## config.mk

```make
export PLATFORM = sky130hd
export DESIGN_NAME = simon_serial_host_ctrl
export DESIGN_NICKNAME = d
export VERILOG_FILES = /design/src/rtl/simon_serial_pkg.sv /design/src/rtl/simon_serial_shreg.sv /design/src/rtl/simon_serial_host_ctrl.sv
export SDC_FILE = /design/constraint.sdc
export NUM_CORES = 1
export LEC_CHECK = 0
export BUFFER_PORTS_ARGS = -buffer_cell sky130_fd_sc_hd__buf_2
export CAP_MARGIN = 25
export CORE_MARGIN = 10
export CORE_UTILIZATION = 50
export DETAILED_ROUTE_END_ITERATION = 8
export HOLD_SLACK_MARGIN = 0.02
export PLACE_DENSITY = 0.84
export SETUP_SLACK_MARGIN = 0.15
export SYNTH_ARGS = -nofsm -noshare
export SYNTH_HDL_FRONTEND = slang
export SYNTH_SLANG_ARGS = --single-unit
export TNS_END_PERCENT = 30
```

## constraint.sdc

```tcl
create_clock -name clk -period 2.8 [get_ports clk]
set_clock_uncertainty 0.2 [all_clocks]
set_input_delay 0.28 -clock clk [delete_from_list [all_inputs] [get_ports clk]]
set_output_delay 0.28 -clock clk [all_outputs]
set_load 0.02 [all_outputs]
```

## src/rtl/simon_serial_pkg.sv

```systemverilog
// rtl/simon_serial_pkg.sv - shared types and constants for the Simon64/96 serial host driver
package simon_serial_pkg;

   typedef enum logic [2:0] {
      IDLE     = 3'd0,
      LOAD_PT  = 3'd1,
      LOAD_KEY = 3'd2,
      RUN      = 3'd3,
      DONE     = 3'd4
   } state_t;

   // Mode values presented on the core's data_rdy input
   localparam logic [1:0] RDY_IDLE = 2'd0;
   localparam logic [1:0] RDY_PT   = 2'd1;
   localparam logic [1:0] RDY_KEY  = 2'd2;
   localparam logic [1:0] RDY_RUN  = 2'd3;

   localparam int DEF_BLOCK_BITS = 64;
   localparam int DEF_KEY_BITS   = 96;
   localparam int DEF_RUN_CYCLES = 2688;
   localparam int DEF_CAP_START  = 2624;

   function automatic int max_int(input int a, input int b);
      return (a > b) ? a : b;
   endfunction

endpackage

```

## src/rtl/simon_serial_shreg.sv

```systemverilog
// rtl/simon_serial_shreg.sv - parallel-load shift register, shifts right (LSB out, serial_in at MSB)
module simon_serial_shreg #(
   parameter int WIDTH = 64
) (
   input  logic             clk,
   input  logic             rst,
   input  logic             load,
   input  logic [WIDTH-1:0] load_data,
   input  logic             shift,
   input  logic             serial_in,
   output logic [WIDTH-1:0] data
);

   // Load has priority over shift; bit 0 is the next bit out, serial_in enters at the top
   always_ff @(posedge clk) begin
      if (rst) begin
         data <= '0;
      end else if (load) begin
         data <= load_data;
      end else if (shift) begin
         data <= {serial_in, data[WIDTH-1:1]};
      end
   end

endmodule

```

## src/rtl/simon_serial_host_ctrl.sv

```systemverilog
// rtl/simon_serial_host_ctrl.sv - sequences data_rdy and serialises PT/key into the Simon core, captures ciphertext
module simon_serial_host_ctrl
   import simon_serial_pkg::*;
#(
   parameter int BLOCK_BITS = DEF_BLOCK_BITS,
   parameter int KEY_BITS   = DEF_KEY_BITS,
   parameter int RUN_CYCLES = DEF_RUN_CYCLES,
   parameter int CAP_START  = DEF_CAP_START
) (
   input  logic                  clk,
   input  logic                  rst,
   input  logic                  start,
   input  logic [BLOCK_BITS-1:0] pt_in,
   input  logic [KEY_BITS-1:0]   key_in,
   output logic                  busy,
   output logic                  done,
   output logic [BLOCK_BITS-1:0] ct_out,
   output logic                  core_data_in,
   output logic [1:0]            core_data_rdy,
   input  logic                  core_cipher_out
);

   localparam int CNT_MAX = max_int(KEY_BITS, RUN_CYCLES);
   localparam int CW      = $clog2(CNT_MAX + 1);

   localparam logic [CW-1:0] PT_LAST  = CW'(BLOCK_BITS - 1);
   localparam logic [CW-1:0] KEY_LAST = CW'(KEY_BITS - 1);
   localparam logic [CW-1:0] RUN_LAST = CW'(RUN_CYCLES - 1);
   localparam logic [CW-1:0] CAP_LO   = CW'(CAP_START);
   localparam logic [CW-1:0] CAP_HI   = CW'(CAP_START + BLOCK_BITS - 1);

   generate
      if (CAP_START + BLOCK_BITS > RUN_CYCLES) begin : g_bad_cap
         $error("capture window extends past the end of the run phase");
      end
   endgenerate

   state_t                state;
   logic [CW-1:0]         cnt;
   logic [BLOCK_BITS-1:0] pt_q;
   logic [KEY_BITS-1:0]   key_q;
   logic [BLOCK_BITS-1:0] ct_q;
   logic [BLOCK_BITS-1:0] ct_next;
   logic                  accept;
   logic                  pt_shift;
   logic                  key_shift;
   logic                  cap_en;
   logic                  unused_taps;

   assign accept    = (state == IDLE) && start;
   assign pt_shift  = (state == LOAD_PT) && (cnt != PT_LAST);
   assign key_shift = ((state == LOAD_PT) && (cnt == PT_LAST)) ||
                      ((state == LOAD_KEY) && (cnt != KEY_LAST));
   assign cap_en    = (state == RUN) && (cnt >= CAP_LO) && (cnt <= CAP_HI);

   // Value the SIPO will hold after this edge, so the last window bit lands in ct_out
   assign ct_next   = cap_en ? {core_cipher_out, ct_q[BLOCK_BITS-1:1]} : ct_q;

   // PISO registers only feed bit 0 to the core; upper taps are intentionally dropped
   assign unused_taps = ^{pt_q[BLOCK_BITS-1:1], key_q[KEY_BITS-1:1]};

   // Bit 0 of the plaintext is driven straight from pt_in at accept, so the register holds bits 1..N-1
   simon_serial_shreg #(.WIDTH(BLOCK_BITS)) u_pt_sr (
      .clk       (clk),
      .rst       (rst),
      .load      (accept),
      .load_data ({1'b0, pt_in[BLOCK_BITS-1:1]}),
      .shift     (pt_shift),
      .serial_in (1'b0),
      .data      (pt_q)
   );

   simon_serial_shreg #(.WIDTH(KEY_BITS)) u_key_sr (
      .clk       (clk),
      .rst       (rst),
      .load      (accept),
      .load_data (key_in),
      .shift     (key_shift),
      .serial_in (1'b0),
      .data      (key_q)
   );

   simon_serial_shreg #(.WIDTH(BLOCK_BITS)) u_ct_sr (
      .clk       (clk),
      .rst       (rst),
      .load      (1'b0),
      .load_data ('0),
      .shift     (cap_en),
      .serial_in (core_cipher_out),
      .data      (ct_q)
   );

   // Phase sequencer: outputs are set one edge ahead so they line up with the state they belong to
   always_ff @(posedge clk) begin
      if (rst) begin
         state         <= IDLE;
         cnt           <= '0;
         busy          <= 1'b0;
         done          <= 1'b0;
         ct_out        <= '0;
         core_data_in  <= 1'b0;
         core_data_rdy <= RDY_IDLE;
      end else begin
         case (state)
            IDLE: begin
               done          <= 1'b0;
               core_data_in  <= 1'b0;
               core_data_rdy <= RDY_IDLE;
               cnt           <= '0;
               if (start) begin
                  state         <= LOAD_PT;
                  busy          <= 1'b1;
                  core_data_rdy <= RDY_PT;
                  core_data_in  <= pt_in[0];
               end
            end
            LOAD_PT: begin
               if (cnt == PT_LAST) begin
                  state         <= LOAD_KEY;
                  cnt           <= '0;
                  core_data_rdy <= RDY_KEY;
                  core_data_in  <= key_q[0];
               end else begin
                  cnt          <= cnt + CW'(1);
                  core_data_in <= pt_q[0];
               end
            end
            LOAD_KEY: begin
               if (cnt == KEY_LAST) begin
                  state         <= RUN;
                  cnt           <= '0;
                  core_data_rdy <= RDY_RUN;
                  core_data_in  <= 1'b0;
               end else begin
                  cnt          <= cnt + CW'(1);
                  core_data_in <= key_q[0];
               end
            end
            RUN: begin
               if (cnt == RUN_LAST) begin
                  state         <= DONE;
                  cnt           <= '0;
                  core_data_rdy <= RDY_IDLE;
                  busy          <= 1'b0;
                  done          <= 1'b1;
                  ct_out        <= ct_next;
               end else begin
                  cnt <= cnt + CW'(1);
               end
            end
            DONE: begin
               state <= IDLE;
               cnt   <= '0;
               done  <= 1'b0;
            end
            default: begin
               state         <= IDLE;
               cnt           <= '0;
               busy          <= 1'b0;
               done          <= 1'b0;
               core_data_in  <= 1'b0;
               core_data_rdy <= RDY_IDLE;
            end
         endcase
      end
   end

endmodule

```

Yosys cells after proc, flatten, opt, wreduce, memory -nomap -nowiden
Cells that the tools add are included.
Word-level totals
  flip-flop bits (word level): 307
  output and inout bits: 69
  word-level logic and storage cells: 75
Cells by class
  $add $sub $neg: 1
  order comparisons: 2
  eq/ne operators: 13
  multiplexer cells: 28
  bitwise gates (word level): 3
  reduce and logical (&&, ||, !) cells: 18
Operators with widths (count)
  96-bit two-way mux: 2
  63-bit two-way mux: 2
  64-bit two-way mux: 1
  12-bit two-way mux: 3
  12-bit one-hot mux with 3 select lines: 1
  12-bit by 1-bit adder with 12-bit output (second input constant): 1
  12-bit equality test (second input constant): 1
  12-bit by 6-bit equality test with 1-bit output (second input constant): 1
  12-bit by 7-bit equality test with 1-bit output (second input constant): 1
  12-bit greater-or-equal comparator (second input constant): 1
  12-bit less-or-equal comparator (second input constant): 1
  3-bit two-way mux: 4
  12-bit by 6-bit != test with 1-bit output (second input constant): 1
  12-bit by 7-bit != test with 1-bit output (second input constant): 1
  3-bit one-hot mux with 4 select lines: 1
  2-bit one-hot mux with 5 select lines: 1
  4-bit AND reduction: 2
  1-bit two-way mux: 7
  3-bit by 2-bit equality test with 1-bit output (second input constant): 2
  1-bit logical AND: 6
  2-bit two-way mux: 3
  2-bit by 1-bit != test with 1-bit output (second input constant): 3
  1-bit one-hot mux with 4 select lines: 1
  2-bit AND reduction: 2
  12 further kinds: 16

Logic depth before layout (Yosys ltp)
Gate-level depths: netlist of the first run.
  depth in word-level cells: 5
  gate-level depth with buffers: 9
  gate-level depth less buffers: 6

Cells and area by module
A second synthesis of the first run with hierarchy kept.
Second synthesis, totals
  cells, all modules: 1405
  area, all modules: 13888.3 µm²
Modules (own cells, without submodules)
  simon_serial_shreg at u_ct_sr ...: times used 2, cells each 284, area each 2991.6 µm²
  simon_serial_shreg at u_key_sr: times used 1, cells each 427, area each 4466.8 µm²
  simon_serial_host_ctrl: times used 1, cells each 410, area each 3438.3 µm²

Worst setup path before layout of the first run
OpenSTA, ideal clock, no wires.
  path kind: register to register
  start: register cnt[11]
  end: register u_key_sr.data[29]
  setup time: 134 ps
  data arrival time: 2044 ps
  path slack: 422 ps
  stages on the path, launching flop included: 9
  path buffers: 3
  cells stage by stage: dfxtp_1 or4_4 o311a_1 a21o_1 buf_2 buf_2 buf_2 nor3_1 nor4_1
Between the ends
  word-level cells in the longest chain between the ends: 4
  elaborated cells on any way between the ends: 6
  classes of those cells: eq/ne: 2; reduce/logical: 4
Ends and longest elaborated chain
  start, declared: line simon_serial_host_ctrl.sv:39  | logic [CW-1:0] cnt;
  start signal, assigned: line simon_serial_host_ctrl.sv:124  | cnt <= cnt + CW'(1);
  start signal, assigned: line simon_serial_host_ctrl.sv:135  | cnt <= cnt + CW'(1);
  start signal, assigned: line simon_serial_host_ctrl.sv:148  | cnt <= cnt + CW'(1);
  12-bit by 6-bit equality test with 1-bit output or 12-bit by 7-bit != test with 1-bit output (tied branches): line simon_serial_host_ctrl.sv:52, simon_serial_host_ctrl.sv:53
  1-bit logical AND, on equally long branches: line simon_serial_host_ctrl.sv:52, simon_serial_host_ctrl.sv:53
  1-bit logical OR (*): line simon_serial_host_ctrl.sv:52  | assign key_shift = ((state == LOAD_PT) && (cnt == PT_LAST)) ||
  2-bit nonzero test (no source line) (*)
  end signal, assigned: line simon_serial_shreg.sv:19  | data <= load_data;
  end signal, assigned: line simon_serial_shreg.sv:21  | data <= {serial_in, data[WIDTH-1:1]};
  end, declared: line simon_serial_shreg.sv:11  | output logic [WIDTH-1:0] data
Every way passes the cells marked *; elsewhere a longest branch is shown, timed or not.
A chain may end at the register's enable or synchronous reset.

Worst setup path after layout of the first run
  start: register cnt[0]
  end: register u_key_sr.data[25]
The elaborated chain is that of the path after synthesis.

==> flow_metrics.env, run 1 <==
export IMPL_crit_path_start_kind="flip-flop"
export IMPL_syn_nets=1657
export IMPL_row_count=56
export IMPL_crit_required_ps=3030
export IMPL_max_freq_mhz=381
export IMPL_met3WireLength_mm=2.77
export IMPL_r2r_setup_slack_ps=170
export IMPL_antenna_found_initial=6
export IMPL_path_clk_slew_ps=60
export IMPL_setup_ws_ps=174
export IMPL_final_hold_violation_count=0
export IMPL_peakVddDrop_v=0.000548
export IMPL_drc=0
export IMPL_ys_flop_type="dfxtp_1"
export IMPL_p_leak_nw=6.38
export IMPL_syn_area_sq_um=12000
export IMPL_grt_max_degree=177
export IMPL_finalWeightedCongestion=0.811
export IMPL_synth_edf_count=0
export IMPL_dp_slack_ps=220
export IMPL_yosys_warnings=0
export IMPL_crit_arrival_ps=2850
export IMPL_grt_usage=0.236
export IMPL_period_minus_slack_ps=2630
export IMPL_drt_pre_antenna_iters=5
export IMPL_cts_tree="yes"
export IMPL_period_share=0.938
export IMPL_synth_async_reset_ratio=0
export IMPL_cpPeakStageDelay_ps=470
export IMPL_grt_overflow=0
export IMPL_drtAntennaViolNets=0
export IMPL_synth_top_area_share=0.510
export IMPL_area_delta_synth_final_pct=34.2
export IMPL_holdWs_ps=112
export IMPL_rr_startpoint="cnt[0]"
export IMPL_synth_seq_cells=306
export IMPL_cts_sinks=306
export IMPL_tightest_slew_ps=803
export IMPL_final_area_sq_um=16100
export IMPL_critPathCaptureType="flip-flop"
export IMPL_rsz0062_at_grt="true"
export IMPL_die_h_microns=175
export IMPL_worstPathMaxFanout=58
export IMPL_port_buffers=232
export IMPL_totalWireLength_mm=38.1
export IMPL_clk_latency_ps=550
export IMPL_rr_endpoint="u_key_sr.data[25]"
export IMPL_dpl_instance_area_sq_um=13300
export IMPL_cts_buffers=31
export IMPL_powerDensity_nw_per_um2=881
export IMPL_min_to="core_data_in"
export IMPL_nNetsFinal=1975
export IMPL_grt_pass1_vias=11700
export IMPL_maxSlewHeadroom=0.465
export IMPL_first_iter_violations=1136
export IMPL_clockRootBuffer="clkbuf_16"
export IMPL_synth_top_area_cell="dfxtp_1"
export IMPL_dp_hpwl_mm=18.8
export IMPL_drv_slew=0
export IMPL_grt_pass1_wl_mm=60.4
export IMPL_die_x_microns=175
export IMPL_critical_path_top_delay_family="simple AND/OR/NAND/NOR gates"
export IMPL_wl_per_cell_microns=17.7
export IMPL_synth_cells=1491
export IMPL_wl_met2_mm=18.8
export IMPL_synth_area_top_cells="dfxtp_1 (51%), nor2_1 (8.6%), nand2_1 (8.3%)"
export IMPL_crit_type="flip-flop to flip-flop"
export IMPL_coreArea_sq_um=23500
export IMPL_dr_max_layer_used="met5"
export IMPL_met1_length_mm=14.3
export IMPL_cts_htree_levels=1
export IMPL_hold_path_class="primary input to flip-flop"
export IMPL_run_status="completed"
export IMPL_io_pins=233
export IMPL_cp_buffers_inverters=1
export IMPL_initial_core_util=0.511
export IMPL_crit_path_top_delay_cell="o311a_4"
export IMPL_worstRegToRegCells=7
export IMPL_seq_area_frac_synth=0.510
export IMPL_dieArea_sq_um=30600
export IMPL_cts_buffer_depth=3
export IMPL_hold_depth=5
export IMPL_synth_cell_types=44
export IMPL_vias=12000
export IMPL_cp_cell_sequence="ha_1 > nand4_1 > o311a_4 > a21o_2 > buf_12 > nor3_1 > nor4_2"
export IMPL_setup_viol=0
export IMPL_syn_avg_cell_area_sq_um=8.06
export IMPL_maxCapViolations=0
export IMPL_drive_gt1_frac=0.176
export IMPL_viasPerCell=5.54
export IMPL_setup_tns_ps=0
export IMPL_hp_start="pt_in[0]"
final cells by class:
type,count,area (sq um)
Fill cell,1700,7410
Sequential cell,306,6130
Multi-Input combinational cell,1050,5410
Timing Repair Buffer,414,3100
Clock buffer,45,918
Tap cell,319,399
Clock inverter,11,148
Inverter,6,22.5
Antenna cell,5,12.5
layer usage:
layer,GRT usage,vias to the layer above
met5,0,-
met4,0.132,2
met3,0.0599,177
met2,0.405,585
met1,0.260,5457
li1,-,5732
worst max-delay path by stage:
stage                        from                end  slack [ps]  cells past startpoint
after detailed placement   cnt[0]  u_key_sr.data[26]         220                      7
after global routing       cnt[0]  u_key_sr.data[25]          70                      7
after floorplan           cnt[11]  u_key_sr.data[29]         420                      8
after CTS                  cnt[0]  u_key_sr.data[63]         160                      7
after global placement    cnt[11]  u_key_sr.data[38]         340                      6
final                      cnt[0]  u_key_sr.data[25]         170                      7
cells in the mapped netlist (6+ instances only):
cell type / number
a21oi_1: 133
buf_1: 6
xor2_1: 7
nor4_1: 95
a211oi_1: 63
nor3_1: 98
mux2i_1: 62
nor2_1: 274
clkbuf_1: 95
buf_2: 23
dfxtp_1: 306
nand3_1: 9
inv_1: 6
nand2_1: 265
sequential cells by signal (all words and copies together), names as in the netlist:
| signal | count |
|---|---|
| done | 1 |
| u_ct_sr.data | 63 |
| u_pt_sr.data | 63 |
| cnt | 12 |
| ct_out | 64 |
| core_data_rdy | 2 |
| core_data_in | 1 |
| state | 3 |
| busy | 1 |
| u_key_sr.data | 96 |
worst min-delay path, cell delays in order:
cell,delay [ps]
buf_2,140
nand3_1,90
a21oi_1,60
a31oi_1,150
a31oi_1,90
cell usage in the layout (no fill, tap or decap), types with 5 or more instances in the layout:
master and n:
mux2i_1 62, nand4_1 5, buf_12 11, nor4_1 89, nor3_1 98, a211oi_1 63, buf_2 231, nand3_1 7
inv_1 6, xor2_1 7, clkbuf_16 32, nor2_1 273, buf_4 6, clkbuf_8 10, dlygate4sd3_1 163, clkbuf_1 5
a21oi_1 133, diode_2 5, nand2_1 265, dfxtp_1 306, nor4_2 6
logic make-up (layout without fill, tap and decap cells):
group | count (synthesis) | in the layout | share of synthesized area
AO/OA/AOI/OAI | 210 | 210 | 0.104
XOR/XNOR | 10 | 10 | 0.00729
adder cells (fa/ha/maj) | 2 | 2 | 0.00208
buffers and inverters | 135 | 476 | 0.0477
flip-flops | 306 | 306 | 0.510
multiplexers | 62 | 62 | 0.0516
other | 0 | 5 | 0
AND/OR/NAND/NOR | 766 | 766 | 0.278
report_power, final:
group	internal, W	switching [W]
combinational	0.00171	0.00243
clock	0.00255	0.00172
sequential	0.00525	0.000548
total	0.00952	0.00469
per-stage QoR:
step,util,instances,total power [W]
6_report,0.685,2156,0.0142
4_1_cts,0.681,2149,0.0139
2_1_floorplan,-,1491,0.00861
3_3_place_gp,0.567,1930,0.00927
5_1_grt,0.685,2156,0.0150
3_5_place_dp,0.567,1930,0.00941
timing repair:
| item | 4_1_cts | 5_1_grt |
|---|---|---|
| buffers inserted | 0 | 0 |
| endpoints found under the setup margin | 0 | 85 |
| hold endpoints to repair | 167 | 0 |
| hold buffers | 163 | 0 |
| gates resized for setup | 0 | 11 |
No activity file was read; power rests on OpenSTA's default activity.
==> run 2, diff against run 1 <==
--- a/config.mk
+++ b/config.mk
@@ -16,4 +16,3 @@
 export SYNTH_ARGS = -nofsm -noshare
 export SYNTH_HDL_FRONTEND = slang
 export SYNTH_SLANG_ARGS = --single-unit
-export TNS_END_PERCENT = 30
==> constraint.sdc (replaced) <==
create_clock -name clk -period 3.1 [get_ports clk]
set_clock_uncertainty 0.2 [all_clocks]
set_input_delay 0.31 -clock clk [delete_from_list [all_inputs] [get_ports clk]]
set_output_delay 0.31 -clock clk [all_outputs]
set_load 0.02 [all_outputs]
==> run 2 against run 1 <==
Against the previous run: worst setup slack better by 90 ps; power down 12%; register-to-register slack improved by 90 ps; clock power down 18%; via count increased by 0.42%; hold slack better by 38 ps; utilization is 0.86 points lower; clock-buffer cell count increased by 6; sequential power is 9.3% lower; critical path depth down 2; critical endpoint is now u_pt_sr.data[25]; largest cell class unchanged; largest power group unchanged; highest routed layer is now met4.
==> flow_metrics.env, run 2 (synthesis results as in run 1) <==
export IMPL_critPathCaptureType="flip-flop"
export IMPL_cts_sinks=306
export IMPL_totalWireLength_mm=38.3
export IMPL_nNetsFinal=1975
export IMPL_path_clk_slew_ps=60
export IMPL_grt_pass1_wl_mm=60.7
export IMPL_wl_per_cell_microns=17.7
export IMPL_crit_required_ps=3320
export IMPL_drv_slew=0
export IMPL_crit_type="flip-flop to flip-flop"
export IMPL_crit_path_top_delay_cell="nor3b_1"
export IMPL_cts_tree="yes"
export IMPL_cp_buffers_inverters=1
export IMPL_vias=12000
export IMPL_io_pins=233
export IMPL_cts_buffers=31
export IMPL_rsz0062_at_grt="false"
export IMPL_dpl_instance_area_sq_um=13300
export IMPL_dp_hpwl_mm=19.6
export IMPL_crit_path_start_kind="flip-flop"
export IMPL_grt_usage=0.236
export IMPL_mostFrequentLayoutCells="dfxtp_1 (306), nor2_1 (273), nand2_1 (265)"
export IMPL_drive_gt1_frac=0.170
export IMPL_drt_pre_antenna_iters=8
export IMPL_final_area_sq_um=15900
export IMPL_critical_path_top_delay_family="compound AO/OA/AOI/OAI gates"
export IMPL_powerDensity_nw_per_um2=782
export IMPL_period_minus_slack_ps=2840
export IMPL_grt_overflow=0
export IMPL_crit_arrival_ps=3050
export IMPL_coreArea_sq_um=23500
export IMPL_run_status="completed"
export IMPL_drc=0
export IMPL_grt_pass1_vias=11900
export IMPL_final_hold_violation_count=0
export IMPL_drtAntennaViolNets=0
export IMPL_peakVddDrop_v=0.000533
export IMPL_setup_tns_ps=0
export IMPL_die_x_microns=175
export IMPL_cpPeakStageDelay_ps=690
export IMPL_maxSlewHeadroom=0.483
export IMPL_initial_core_util=0.511
export IMPL_tightest_slew_ps=773
export IMPL_cts_htree_levels=1
export IMPL_setup_ws_ps=264
export IMPL_clk_latency_ps=550
export IMPL_setup_viol=0
export IMPL_cts_buffer_depth=3
export IMPL_finalPower_w=0.0125
export IMPL_worstPathMaxFanout=64
export IMPL_clockRootBuffer="clkbuf_16"
export IMPL_area_delta_synth_final_pct=32.5
export IMPL_first_iter_violations=1470
export IMPL_antenna_found_initial=5
export IMPL_port_buffers=232
export IMPL_final_common_cell="dfxtp_1"
export IMPL_max_freq_mhz=353
export IMPL_die_h_microns=175
export IMPL_cp_cell_sequence="nor3b_1 > o31a_2 > buf_12 > mux2i_1 > a211oi_1"
export IMPL_period_share=0.915
export IMPL_largest_reg_flops=96
export IMPL_reg_largest_list="u_key_sr.data x96, ct_out x64"
export IMPL_finalWeightedCongestion=0.827
export IMPL_max_flop_register="u_key_sr.data"
export IMPL_grt_max_degree=137
export IMPL_maxCapViolations=0
export IMPL_hold_path_class="primary input to flip-flop"
export IMPL_dp_slack_ps=450
export IMPL_dieArea_sq_um=30600
export IMPL_viasPerCell=5.56
export IMPL_row_count=56
export IMPL_p_leak_nw=6.29
run 2: cell count changes in the layout (fill, tap and decap cells not counted), sizes merged:
cell / change
clkbuf: +5
clkinv: +1
inv: -4
diode: +1
buf: +3
bufinv: -3
dlygate4sd3: -2
run 2: area by class of cell:
| type | count | area, sq um |
|---|---|---|
| Fill cell | 1690 | 7610 |
| Sequential cell | 306 | 6130 |
| Multi-Input combinational cell | 1050 | 5370 |
| Timing Repair Buffer | 414 | 3050 |
| Clock buffer | 51 | 921 |
| Tap cell | 319 | 399 |
| Clock inverter | 5 | 27.5 |
| Inverter | 6 | 22.5 |
| Antenna cell | 6 | 15.0 |
run 2: metrics by stage:
stage	hold slack, ps	cells	utilization
2_1_floorplan	232	1491	-
3_3_place_gp	239	1930	0.566
3_5_place_dp	244	1930	0.566
4_1_cts	135	2147	0.674
5_1_grt	195	2156	0.677
6_report	149	2157	0.677
run 2: worst paths after layout:
| path | start | endpoint | slack [ps] | cells past startpoint |
|---|---|---|---|---|
| setup reg to reg | state[0] | u_pt_sr.data[25] | 260 | 5 |
| setup / recovery | state[0] | u_pt_sr.data[25] | 260 | 5 |
| hold / removal | pt_in[0] | core_data_in | 150 | 5 |
| hold reg to reg | ct_out[48] | ct_out[48] | 250 | 2 |
run 2: worst register-to-register path: stages, from the launching register on:
cell      delay [ps]
dfxtp_1          540
nor3b_1          690
o31a_2           330
buf_12           360
mux2i_1          190
a211oi_1         390
run 2: repair_timing:
item,CTS,global route
endpoints found under the hold margin,162,0
setup buffers,0,4
endpoints found under the setup margin,0,2
gates resized for setup,0,2
hold buffers,161,0
run 2: report_power, final:
group          internal (W)  switching [W]
sequential          0.00475       0.000515
clock               0.00201        0.00151
combinational       0.00151        0.00217
total               0.00827        0.00419
run 2: layer usage:
layer,track usage,share of wire
met5,0,0
met2,0.410,0.50
met4,0.129,0.054
met1,0.265,0.38
met3,0.0476,0.071
==> run 3, diff against run 2 <==
--- a/config.mk
+++ b/config.mk
@@ -5,7 +5,7 @@
 export SDC_FILE = /design/constraint.sdc
 export NUM_CORES = 1
 export LEC_CHECK = 0
-export BUFFER_PORTS_ARGS = -buffer_cell sky130_fd_sc_hd__buf_2
+export BUFFER_PORTS_ARGS = -buffer_cell sky130_fd_sc_hd__clkbuf_2
 export CAP_MARGIN = 25
 export CORE_MARGIN = 10
 export CORE_UTILIZATION = 50
==> run 3 against run 2 <==
Against the previous run: hold slack got worse by 79 ps; clock power up 10%; non-clock buffer count down 5; power increased by 2.5%; critical endpoint is now u_key_sr.data[21].
==> flow_metrics.env, run 3 (synthesis results as in run 1) <==
export IMPL_powerDensity_nw_per_um2=798
export IMPL_final_area_sq_um=16000
export IMPL_instances_no_fill=2150
export IMPL_run_status="completed"
export IMPL_crit_arrival_ps=3050
export IMPL_area_delta_synth_final_pct=33.0
export IMPL_dpl_instance_area_sq_um=13300
export IMPL_dp_slack_ps=498
export IMPL_utilization=0.679
export IMPL_port_buffers=232
export IMPL_viasPerCell=5.61
export IMPL_path_clk_slew_ps=60
export IMPL_setup_tns_ps=0
export IMPL_initial_core_util=0.511
export IMPL_drive_gt1_frac=0.173
export IMPL_dieArea_sq_um=30600
export IMPL_peakVddDrop_v=0.000523
export IMPL_final_hold_violation_count=0
export IMPL_post_cts_buffers=0
export IMPL_first_iter_violations=1302
export IMPL_totalWireLength_mm=37.9
export IMPL_die_h_microns=175
export IMPL_dp_hpwl_mm=19.2
export IMPL_grt_pass1_wl_mm=61.3
export IMPL_final_common_cell="dfxtp_1"
export IMPL_row_count=56
export IMPL_largest_reg_flops=96
export IMPL_crit_required_ps=3300
export IMPL_finalWeightedCongestion=0.835
export IMPL_max_flop_register="u_key_sr.data"
export IMPL_fill_cells=1692
export IMPL_crit_type="flip-flop to flip-flop"
export IMPL_antenna_found_initial=2
export IMPL_p_leak_nw=6.31
export IMPL_rsz0062_at_grt="false"
export IMPL_clockRootBuffer="clkbuf_16"
export IMPL_cts_buffers=31
export IMPL_maxSlewHeadroom=0.473
export IMPL_cts_htree_levels=1
export IMPL_nNetsFinal=1970
export IMPL_grt_pass1_vias=12000
export IMPL_drv_slew=0
export IMPL_tightest_slew_ps=790
export IMPL_clk_latency_ps=550
export IMPL_crit_path_start_kind="flip-flop"
export IMPL_dp_cells=1930
export IMPL_drt_pre_antenna_iters=7
export IMPL_vias=12100
export IMPL_reg_largest_list="u_key_sr.data x96, ct_out x64"
export IMPL_coreArea_sq_um=23500
export IMPL_period_minus_slack_ps=2850
export IMPL_worstPathMaxFanout=14
export IMPL_drc=0
export IMPL_cts_sinks=306
export IMPL_setup_ws_ps=248
export IMPL_grt_usage=0.238
export IMPL_drtAntennaViolNets=0
export IMPL_die_x_microns=175
export IMPL_critPathCaptureType="flip-flop"
export IMPL_setup_viol=0
export IMPL_max_freq_mhz=351
export IMPL_period_share=0.920
export IMPL_hold_path_class="primary input to flip-flop"
export IMPL_mostFrequentLayoutCells="dfxtp_1 (306), nor2_1 (273), nand2_1 (265)"
export IMPL_cts_tree="yes"
export IMPL_cts_buffer_depth=3
export IMPL_grt_max_degree=137
export IMPL_io_pins=233
export IMPL_wl_per_cell_microns=17.6
export IMPL_maxCapViolations=0
export IMPL_grt_overflow=0
==> run 3: cell count changes in the layout (fill, tap and decap cells not counted), sizes merged <==
cell,previous run,this run
inv,6,7
dlygate4sd3,161,160
clkinv,4,10
bufinv,0,4
buf,252,17
clkbuf,52,274
diode,6,2
==> run 3: layer usage <==
| layer | vias to the layer above | GRT usage | routed length (microns) |
|---|---|---|---|
| met5 | - | 0 | 0 |
| met4 | 0 | 0.131 | 2040 |
| met3 | 163 | 0.0494 | 2440 |
| met2 | 563 | 0.417 | 19200 |
| met1 | 5601 | 0.264 | 14300 |
| li1 | 5729 | - | - |
==> run 3: path summary, 6_finish.rpt <==
path	endpoint	startpoint	slack [ps]	depth (start not counted)
max	u_key_sr.data[21]	cnt[10]	250	6
min	core_data_rdy[0]	start	70	3
max reg2reg	u_key_sr.data[21]	cnt[10]	250	6
min reg2reg	ct_out[26]	ct_out[26]	250	2
==> run 3: worst max-delay path, stage by stage, from the launching register on <==
cell	delay [ps]
dfxtp_1	340
or4_4	540
o311a_1	440
a21oi_4	360
buf_4	290
nor2_1	60
nor4_1	450
==> run 3: timing repair <==
item | in CTS | in global routing
setup endpoints to repair | 0 | 1
hold buffers | 160 | 0
hold endpoints to repair | 161 | 0
resized for setup | 0 | 1
==> run 3: layout make-up <==
cell class                      count  area, sq um  share of cell area
Tap cell                          319          399              0.0250
Inverter                            6         22.5             0.00141
Clock inverter                     16          190              0.0119
Antenna cell                        2         5.00            0.000313
Timing Repair Buffer              409         3010               0.188
Clock buffer                       42          877              0.0548
Sequential cell                   306         6130               0.383
Multi-Input combinational cell   1050         5360               0.335
==> run 3: where the power goes <==
| part | switching (W) | internal, W | total, W |
|---|---|---|---|
| registers | 0.000524 | 0.00475 | 0.00527 |
| logic | 0.00214 | 0.00148 | 0.00362 |
| clock network | 0.00156 | 0.00231 | 0.00388 |
| total | 0.00423 | 0.00854 | 0.0128 |
==> run 3: stage by stage <==
step | total power, W | hold slack (ps)
global route | 0.0134 | 78.5
finish | 0.0128 | 70.5
global placement | 0.00837 | 242
detailed placement | 0.00852 | 246
floorplan | 0.00777 | 232
CTS | 0.0125 | 31.9
